**src/rtl/mem_port_arbiter_if.sv**
```systemverilog
// Bundle of the fetch, data and memory-side signals around the unified memory port arbiter.
// slave: the arbiter's view. master: the requesters' and memory's view.
interface mem_port_arbiter_if #(
  parameter int unsigned ADDR_W = 16,
  parameter int unsigned DATA_W = 16
) ();

  // Fetch requester
  logic              if_req;
  logic [ADDR_W-1:0] if_addr;
  logic [DATA_W-1:0] if_rdata;
  logic              if_done;
  logic              if_stall;

  // Data requester
  logic              dm_rd;
  logic              dm_wr;
  logic [ADDR_W-1:0] dm_addr;
  logic [DATA_W-1:0] dm_wdata;
  logic [DATA_W-1:0] dm_rdata;
  logic              dm_done;
  logic              dm_stall;

  logic              err;

  // Memory port
  logic              mem_req;
  logic              mem_wr;
  logic [ADDR_W-1:0] mem_addr;
  logic [DATA_W-1:0] mem_wdata;
  logic [DATA_W-1:0] mem_rdata;
  logic              mem_ack;

  modport slave (
    input  if_req, if_addr, dm_rd, dm_wr, dm_addr, dm_wdata, mem_rdata, mem_ack,
    output if_rdata, if_done, if_stall, dm_rdata, dm_done, dm_stall, err,
    output mem_req, mem_wr, mem_addr, mem_wdata
  );

  modport master (
    output if_req, if_addr, dm_rd, dm_wr, dm_addr, dm_wdata, mem_rdata, mem_ack,
    input  if_rdata, if_done, if_stall, dm_rdata, dm_done, dm_stall, err,
    input  mem_req, mem_wr, mem_addr, mem_wdata
  );

endinterface

```
**src/rtl/mem_port_arbiter.sv**
```systemverilog
// Arbiter sharing one multi-cycle memory port between instruction fetch and the data stage.
// Data has priority; a starvation counter forces a fetch grant after STARVE_LIM data grants
// while fetch waits, and a timeout aborts transactions the memory never acknowledges.
module mem_port_arbiter #(
  parameter int unsigned ADDR_W     = 16,
  parameter int unsigned DATA_W     = 16,
  parameter int unsigned STARVE_LIM = 2,
  parameter int unsigned TIMEOUT    = 15
) (
  input logic                clk,
  input logic                rst,
  mem_port_arbiter_if.slave  bus
);

  localparam int unsigned StarveW = (STARVE_LIM < 1) ? 1 : $clog2(STARVE_LIM + 1);

  typedef enum logic [1:0] {
    StIdle  = 2'd0,
    StIssue = 2'd1,
    StWait  = 2'd2,
    StDone  = 2'd3
  } state_e;

  state_e              state_q, state_d;
  logic                owner_if_q, owner_if_d;  // 1: fetch owns the transaction
  logic                wr_q, wr_d;
  logic                err_q, err_d;
  logic [ADDR_W-1:0]   addr_q, addr_d;
  logic [DATA_W-1:0]   wdata_q, wdata_d;
  logic [DATA_W-1:0]   if_rdata_q, if_rdata_d;
  logic [DATA_W-1:0]   dm_rdata_q, dm_rdata_d;
  logic [StarveW-1:0]  starve_q, starve_d;
  logic [3:0]          tmo_q, tmo_d;

  logic if_done, dm_done;
  logic if_req_eff, dm_req_eff;
  logic grant_if;

  // Done pulses decode straight from registered state, so they are glitch-free.
  assign if_done = (state_q == StDone) && owner_if_q;
  assign dm_done = (state_q == StDone) && !owner_if_q;

  // A requester seeing its done this cycle still holds its level request; mask it out.
  assign if_req_eff = bus.if_req && !if_done;
  assign dm_req_eff = (bus.dm_rd || bus.dm_wr) && !dm_done;

  // Next-state, grant and capture logic
  always_comb begin
    state_d    = state_q;
    owner_if_d = owner_if_q;
    wr_d       = wr_q;
    err_d      = err_q;
    addr_d     = addr_q;
    wdata_d    = wdata_q;
    if_rdata_d = if_rdata_q;
    dm_rdata_d = dm_rdata_q;
    starve_d   = starve_q;
    tmo_d      = tmo_q;
    grant_if   = 1'b0;

    unique case (state_q)
      StIdle: begin
        if (if_req_eff || dm_req_eff) begin
          grant_if = if_req_eff && (!dm_req_eff || (starve_q == StarveW'(STARVE_LIM)));
          state_d  = StIssue;
          err_d    = 1'b0;
          if (grant_if) begin
            owner_if_d = 1'b1;
            addr_d     = bus.if_addr;
            wr_d       = 1'b0;
            starve_d   = '0;
          end else begin
            owner_if_d = 1'b0;
            addr_d     = bus.dm_addr;
            wdata_d    = bus.dm_wdata;
            wr_d       = bus.dm_wr;
            starve_d   = if_req_eff ? starve_q + StarveW'(1) : '0;
          end
        end
      end

      StIssue: begin
        tmo_d = '0;
        // An ack in the request cycle is honoured for minimum latency.
        if (bus.mem_ack) begin
          state_d = StDone;
          if (!wr_q) begin
            if (owner_if_q) if_rdata_d = bus.mem_rdata;
            else            dm_rdata_d = bus.mem_rdata;
          end
        end else begin
          state_d = StWait;
        end
      end

      StWait: begin
        tmo_d = tmo_q + 4'd1;
        if (bus.mem_ack) begin
          state_d = StDone;
          if (!wr_q) begin
            if (owner_if_q) if_rdata_d = bus.mem_rdata;
            else            dm_rdata_d = bus.mem_rdata;
          end
        end else if (tmo_d == 4'(TIMEOUT)) begin
          state_d = StDone;
          err_d   = 1'b1;
        end
      end

      StDone: begin
        state_d = StIdle;
      end

      default: begin
        state_d = StIdle;
      end
    endcase
  end

  // State and datapath registers; reset aborts any transaction without a done pulse.
  always_ff @(posedge clk or posedge rst) begin
    if (rst) begin
      state_q    <= StIdle;
      owner_if_q <= 1'b0;
      wr_q       <= 1'b0;
      err_q      <= 1'b0;
      addr_q     <= '0;
      wdata_q    <= '0;
      if_rdata_q <= '0;
      dm_rdata_q <= '0;
      starve_q   <= '0;
      tmo_q      <= '0;
    end else begin
      state_q    <= state_d;
      owner_if_q <= owner_if_d;
      wr_q       <= wr_d;
      err_q      <= err_d;
      addr_q     <= addr_d;
      wdata_q    <= wdata_d;
      if_rdata_q <= if_rdata_d;
      dm_rdata_q <= dm_rdata_d;
      starve_q   <= starve_d;
      tmo_q      <= tmo_d;
    end
  end

  assign bus.if_done   = if_done;
  assign bus.dm_done   = dm_done;
  assign bus.err       = (state_q == StDone) && err_q;
  assign bus.if_rdata  = if_rdata_q;
  assign bus.dm_rdata  = dm_rdata_q;
  assign bus.if_stall  = bus.if_req && !if_done;
  assign bus.dm_stall  = (bus.dm_rd || bus.dm_wr) && !dm_done;
  assign bus.mem_req   = (state_q == StIssue);
  assign bus.mem_wr    = wr_q;
  assign bus.mem_addr  = addr_q;
  assign bus.mem_wdata = wdata_q;

endmodule

```
**src/flat_wrapper.sv**
```systemverilog
// flat-port wrapper written by rule: the top's interface ports become plain ports
module mem_port_arbiter_flat 
#(
  parameter int unsigned ADDR_W     = 16,
  parameter int unsigned DATA_W     = 16,
  parameter int unsigned STARVE_LIM = 2,
  parameter int unsigned TIMEOUT    = 15
)
  (clk, rst, bus_if_req, bus_if_addr, bus_dm_rd, bus_dm_wr, bus_dm_addr, bus_dm_wdata, bus_mem_rdata, bus_mem_ack, bus_if_rdata, bus_if_done, bus_if_stall, bus_dm_rdata, bus_dm_done, bus_dm_stall, bus_err, bus_mem_req, bus_mem_wr, bus_mem_addr, bus_mem_wdata);
  mem_port_arbiter_if #(.ADDR_W(ADDR_W), .DATA_W(DATA_W)) bus_i ();
  input logic clk;
  input logic rst;
  input wire logic [$bits(bus_i.if_req)-1:0] bus_if_req;
  input wire logic [$bits(bus_i.if_addr)-1:0] bus_if_addr;
  input wire logic [$bits(bus_i.dm_rd)-1:0] bus_dm_rd;
  input wire logic [$bits(bus_i.dm_wr)-1:0] bus_dm_wr;
  input wire logic [$bits(bus_i.dm_addr)-1:0] bus_dm_addr;
  input wire logic [$bits(bus_i.dm_wdata)-1:0] bus_dm_wdata;
  input wire logic [$bits(bus_i.mem_rdata)-1:0] bus_mem_rdata;
  input wire logic [$bits(bus_i.mem_ack)-1:0] bus_mem_ack;
  output wire logic [$bits(bus_i.if_rdata)-1:0] bus_if_rdata;
  output wire logic [$bits(bus_i.if_done)-1:0] bus_if_done;
  output wire logic [$bits(bus_i.if_stall)-1:0] bus_if_stall;
  output wire logic [$bits(bus_i.dm_rdata)-1:0] bus_dm_rdata;
  output wire logic [$bits(bus_i.dm_done)-1:0] bus_dm_done;
  output wire logic [$bits(bus_i.dm_stall)-1:0] bus_dm_stall;
  output wire logic [$bits(bus_i.err)-1:0] bus_err;
  output wire logic [$bits(bus_i.mem_req)-1:0] bus_mem_req;
  output wire logic [$bits(bus_i.mem_wr)-1:0] bus_mem_wr;
  output wire logic [$bits(bus_i.mem_addr)-1:0] bus_mem_addr;
  output wire logic [$bits(bus_i.mem_wdata)-1:0] bus_mem_wdata;
  assign bus_i.if_req = bus_if_req;
  assign bus_i.if_addr = bus_if_addr;
  assign bus_i.dm_rd = bus_dm_rd;
  assign bus_i.dm_wr = bus_dm_wr;
  assign bus_i.dm_addr = bus_dm_addr;
  assign bus_i.dm_wdata = bus_dm_wdata;
  assign bus_i.mem_rdata = bus_mem_rdata;
  assign bus_i.mem_ack = bus_mem_ack;
  assign bus_if_rdata = bus_i.if_rdata;
  assign bus_if_done = bus_i.if_done;
  assign bus_if_stall = bus_i.if_stall;
  assign bus_dm_rdata = bus_i.dm_rdata;
  assign bus_dm_done = bus_i.dm_done;
  assign bus_dm_stall = bus_i.dm_stall;
  assign bus_err = bus_i.err;
  assign bus_mem_req = bus_i.mem_req;
  assign bus_mem_wr = bus_i.mem_wr;
  assign bus_mem_addr = bus_i.mem_addr;
  assign bus_mem_wdata = bus_i.mem_wdata;
  mem_port_arbiter #(.ADDR_W(ADDR_W), .DATA_W(DATA_W), .STARVE_LIM(STARVE_LIM), .TIMEOUT(TIMEOUT)) u_core (.clk(clk), .rst(rst), .bus(bus_i));
endmodule
```
**config.mk**
```make
export PLATFORM = sky130hd
export DESIGN_NAME = mem_port_arbiter_flat
export DESIGN_NICKNAME = d
export VERILOG_FILES = /design/src/rtl/mem_port_arbiter_if.sv /design/src/rtl/mem_port_arbiter.sv /design/src/flat_wrapper.sv
export SDC_FILE = /design/constraint.sdc
export NUM_CORES = 1
export LEC_CHECK = 0
export BUFFER_PORTS_ARGS = -buffer_cell sky130_fd_sc_hd__buf_2
export CAP_MARGIN = 20
export CELL_PAD_IN_SITES_DETAIL_PLACEMENT = 0
export CELL_PAD_IN_SITES_GLOBAL_PLACEMENT = 2
export CORE_MARGIN = 5
export CORE_UTILIZATION = 30
export DETAILED_ROUTE_END_ITERATION = 8
export GPL_ROUTABILITY_DRIVEN = 0
export PLACE_DENSITY_LB_ADDON = 0.3
export SLEW_MARGIN = 10
export SYNTH_ARGS = -nofsm -noshare
export SYNTH_HDL_FRONTEND = slang
export SYNTH_SLANG_ARGS = --single-unit
```
**constraint.sdc**
```tcl
create_clock -name clk -period 5.6 [get_ports clk]
set_clock_uncertainty 0.2 [all_clocks]
set_input_delay 0.28 -clock clk [delete_from_list [all_inputs] [get_ports clk]]
set_output_delay 0.28 -clock clk [all_outputs]
set_load 0.05 [all_outputs]
```
# == Yosys cells after proc, flatten, opt, wreduce, memory -nomap -nowiden ==
# Cells that the tools add are included.
# op_classes
add_sub_neg,2
n_eq_ne,9
n_mux,15
n_bitwise,3
n_reduce_logical,23
# op_table
operator,n
16-bit 2-to-1 mux,1
4-bit AND reduction,3
2-bit 2-to-1 mux,5
2-bit case mux with 4 select lines,1
4-bit case mux with 2 select lines,1
2-bit == test (second input constant),3
1-bit logical AND,6
1-bit 2-to-1 mux,6
4-bit by 1-bit adder with 4-bit output (second input constant),1
4-bit == test (second input constant),1
1-bit logical NOT,4
2-bit by 1-bit inequality test with 1-bit output (second input constant),2
2-bit AND reduction,2
2-bit nonzero test,2
1-bit logical OR,3
3-bit by 2-bit inequality test with 1-bit output (second input constant),1
1-bit inverter,3
3-bit AND reduction,1
2-bit by 1-bit adder with 2-bit output (second input constant),1
2-bit by 1-bit == test with 1-bit output (second input constant),1
2-bit logical NOT,1
2-bit inequality test (second input constant),1
1-bit case mux with 2 select lines,1
2-bit OR reduction,1
# totals
reg_bits,75

# == Depth between registers and ports, before layout ==
# depth
ltp_word,9
ltp_mapped,8
ltp_nobuf,7

# == Least setup slack after synthesis ==
# OpenSTA, ideal clock, no wires.
# synth_path
path_kind,register -> output
startpoint,register u_core.state_q[1]
endpoint,output bus_dm_stall
arrival_ps,1837
required_ps,5120
setup_slack_ps,3283
stages_incl_launch_ff,4
path_buffers,0
cell_sequence,dfrtp_1 > ha_1 > nor2b_1 > nor2_1
# synth_between
elab_chain_len,4
# synth_rtl
element,line_no,rtl
start: declaration,mem_port_arbiter.sv:24,"state_e state_q, state_d;"
start signal: assignment,mem_port_arbiter.sv:123,state_q <= StIdle;
start signal: assignment,mem_port_arbiter.sv:134,state_q <= state_d;
2-bit == test,mem_port_arbiter.sv:41,assign dm_done = (state_q == StDone) && !owner_if_q;
1-bit logical AND,mem_port_arbiter.sv:41,
via bus_dm_done,flat_wrapper.sv:25,output wire logic [$bits(bus_i.dm_done)-1:0] bus_dm_done;
1-bit logical NOT,mem_port_arbiter.sv:153,assign bus.dm_stall = (bus.dm_rd || bus.dm_wr) && !dm_done;
1-bit logical AND,mem_port_arbiter.sv:153,
end: declaration,flat_wrapper.sv:26,output wire logic [$bits(bus_i.dm_stall)-1:0] bus_dm_stall;
# The timed path passes the listed nets, and every way through them passes these cells.

# == Final worst setup path ==
# layout_path
startpoint,register u_core.state_q[1]
endpoint,register u_core.if_rdata_q[6] (netlist: u_core.bus.if_rdata[6])
# layout_between
elab_chain_len,3
# layout_rtl
element,line_no,rtl
2-bit by 1-bit == test with 1-bit output / 2-bit == test (equally long branches),mem_port_arbiter.sv:61,unique case (state_q)
2-bit OR reduction (no source line) *,--,
4-bit AND reduction (no source line) *,--,
end signal: assignment,mem_port_arbiter.sv:140,if_rdata_q <= if_rdata_d;
end: declaration,mem_port_arbiter.sv:30,"logic [DATA_W-1:0] if_rdata_q, if_rdata_d;"
# Mark *: on every way between the ends. The rest lies on a longest branch, timed or not.
# A chain may end at the register's enable or synchronous reset.

==> out/summary.txt <==
Status = finished, final reports clean
Synth Area in Adders = 0.0307
Critical path class = reg -> reg
Diode count = 0
P&R area growth vs syn = 43.1%
Placed insts = 524
CTS root buf = clkbuf_8
Die width = 114 um
Post-DP HPWL = 5730 um
Total GRT Usage = 0.126
Vias in the first global route = 2681
DR iter-0 viols = 81
Post-Synth Simple-Gate Area = 0.0742
Max cap viols = 0
Vias per cell = 4.39
Worst-path clk slew = 0.08 ns
Overflow after GRT = 0
Leakage = 2.27 nW
Die footprint = 13000 um^2
Final Cell Area = 4660 um^2
Nets = 505
Clk sinks = 75
Worst VDD drop = 0.382 mV
Pre-antenna DRT Iters = 4
Tcrit/Tclk final = 0.484
Post_cts resized = 0
Setup TNS = 0 ns
Core Area = 10700 um^2
Post-Synth XOR/XNOR Area = 0
Relative slew slack = 0.363
FMAX = 369 MHz
Flop-to-flop setup slack = 2.89 ns
Post-synthesis cell count = 252
WP data arrival = 2.73 ns
Commonest cells after routing, fill and taps aside = buf_2, dfrtp_1, mux2_2, dlygate4sd3_1, nand2_1
Clk_lat worst skew = 0.34 ns
Via count = 2506
Seq/Total Area, Yosys = 0.576
CP Max Fanout = 16
Yosys warns = 0
Die height = 114 um
First-pass GRT wire length = 13300 um
Commonest non-fill, non-tap cell in the layout = buf_2
CP startpoint kind = flip-flop
Final Slew Violations = 0
Unrepaired setup endpoints after global routing = false
Area after DPL = 4100 um^2
Main combinational cell family by area after synthesis = multiplexers
Initial antenna violation count = 0
Cell Pwr Density = 700 nW/um^2
Initial Util = 0.303
Post-synthesis cell area = 3260 um^2
Synth top area cells = dfrtp_1, mux2_2, mux2i_1
Routed Antenna Nets = 0
Routed len/inst = 14.2 um
Hold Path Class = in -> async
Netlist cell types = 34
Worst slew pin tran = 0.950 ns
CTS tree = built
Setup crit end kind = flip-flop
Largest net degree at the start of global routing = 76
Ports = 141
Port-buffer cells = 140
Clk buf depth = 2
DRC violations left = 0
Mux cell area share after synthesis = 0.225
H-tree depth = 3
Final Setup Violations = 0
FF+latch count, synth = 75
Fin crit period = 2.71 ns
TritonCTS buffer count = 9
Row count = 38
Syn nets = 330
Non-Filler Instances = 571
Power Total = 3.26 mW
Final WL = 8120 um
Final Hold Viols = 0
Critical Path RT = 5.62 ns
Syn_area_per_cell = 12.9 um^2
Share of layout cells above drive strength 1 = 0.473
Leading area contributor after synthesis = dfrtp_1
Compound-gate portion of the synthesized area = 0.0607
Area share of the largest cell type after synthesis = 0.576
[critical path: stages, from the launching register on]
cell and delay [ns]:
dfrtp_1 0.42, inv_1 0.11, ha_1 0.48, nand4b_1 0.80, mux2_2 0.58
[cells in the mapped netlist]
| cell type | number |
|---|---|
| dfrtp_1 | 75 |
| and3_1 | 1 |
| nand3_1 | 3 |
| or3b_1 | 1 |
| buf_2 | 7 |
| nor2_4 | 1 |
| o21ai_0 | 23 |
| nand4b_1 | 2 |
| nand3b_1 | 1 |
| o22ai_1 | 2 |
| o21ai_1 | 2 |
| mux2i_1 | 17 |
| o211ai_1 | 1 |
| ha_1 | 8 |
| a311oi_2 | 1 |
| o31a_2 | 1 |
| nor2b_1 | 3 |
| and2_1 | 1 |
| and2_4 | 1 |
| buf_6 | 2 |
| nor3b_1 | 2 |
| nand2_1 | 24 |
| a21oi_1 | 2 |
| a211oi_1 | 1 |
| nor4bb_1 | 1 |
| mux2_2 | 40 |
| nor2_1 | 4 |
| a32o_1 | 1 |
| buf_4 | 1 |
| mux2_1 | 10 |
| nor3_1 | 1 |
| inv_1 | 10 |
| nand2b_1 | 1 |
| clkbuf_1 | 1 |
[metal layers]
metal,routed length [um],up-vias,GRT usage
li1,-,1226,-
met1,3710,1177,0.166
met2,3660,101,0.203
met3,722,2,0.0375
met4,29,0,0.0333
met5,0,-,0
[registers in the layout (all words and copies together), names as in the netlist]
signal,cells
u_core.tmo_q,4
u_core.starve_q,2
u_core.bus.mem_wr,1
u_core.bus.mem_wdata,16
u_core.state_q,2
u_core.bus.mem_addr,16
u_core.bus.if_rdata,16
u_core.bus.dm_rdata,16
u_core.err_q,1
u_core.owner_if_q,1
[logic make-up (layout without fill, tap and decap cells)]
family,after synthesis,count (layout)
buffers and inverters,21,200
adders and majority gates,8,8
and+or+nand+nor,47,47
muxes,67,67
DFF,75,75
AOI/OAI and AO/OA,34,34
[layout make-up]
| type | count | area, um^2 |
|---|---|---|
| Clock inverter | 6 | 115 |
| Fill cell | 1012 | 6090 |
| Multi-Input combinational cell | 156 | 1290 |
| Sequential cell | 75 | 1880 |
| Tap cell | 140 | 175 |
| Clock buffer | 9 | 124 |
| Timing Repair Buffer | 175 | 1040 |
| Inverter | 10 | 37.5 |
[path summary, 6_finish.rpt]
kind | startpoint | endpoint | cells past startpoint
worst max-delay path | u_core.state_q[1]$_DFFE_PP0P_ | u_core.bus.if_rdata[6]$_DFFE_PP0P_ | 4
max in group asynchronous | rst | u_core.bus.mem_wr$_DFFE_PP0P_ | 3
worst max register to register | u_core.state_q[1]$_DFFE_PP0P_ | u_core.bus.if_rdata[6]$_DFFE_PP0P_ | 4
worst min-delay path | rst | u_core.bus.mem_wdata[11]$_DFFE_PP0P_ | 3
min in group clk | bus_dm_wr | u_core.bus.mem_wr$_DFFE_PP0P_ | 3
worst min register to register | u_core.bus.mem_addr[15]$_DFFE_PP0P_ | u_core.bus.mem_addr[15]$_DFFE_PP0P_ | 2
[where the power goes]
| group | switching (mW) | internal [mW] | total (mW) |
|---|---|---|---|
| sequential | 0.138 | 0.804 | 0.942 |
| clock | 0.199 | 0.295 | 0.494 |
| combinational | 1.31 | 0.517 | 1.83 |
[repair_timing]
| item | in CTS | in global routing |
|---|---|---|
| hold endpoints to repair | 48 | 0 |
| buffers inserted | 0 | 0 |
| hold buffers | 32 | 0 |
[through the flow]
stage / utilization / worst slack, ns / hold slack [ns]
2_1_floorplan: - / 3.21 / 0.215
5_1_grt: 0.434 / 2.70 / 0.0202
6_report: 0.434 / 2.89 / 0.0140
3_3_place_gp: 0.382 / 2.95 / 0.259
4_1_cts: 0.434 / 2.83 / 0.00174
3_5_place_dp: 0.382 / 2.84 / 0.265
Power figures use the tool's default switching activity.
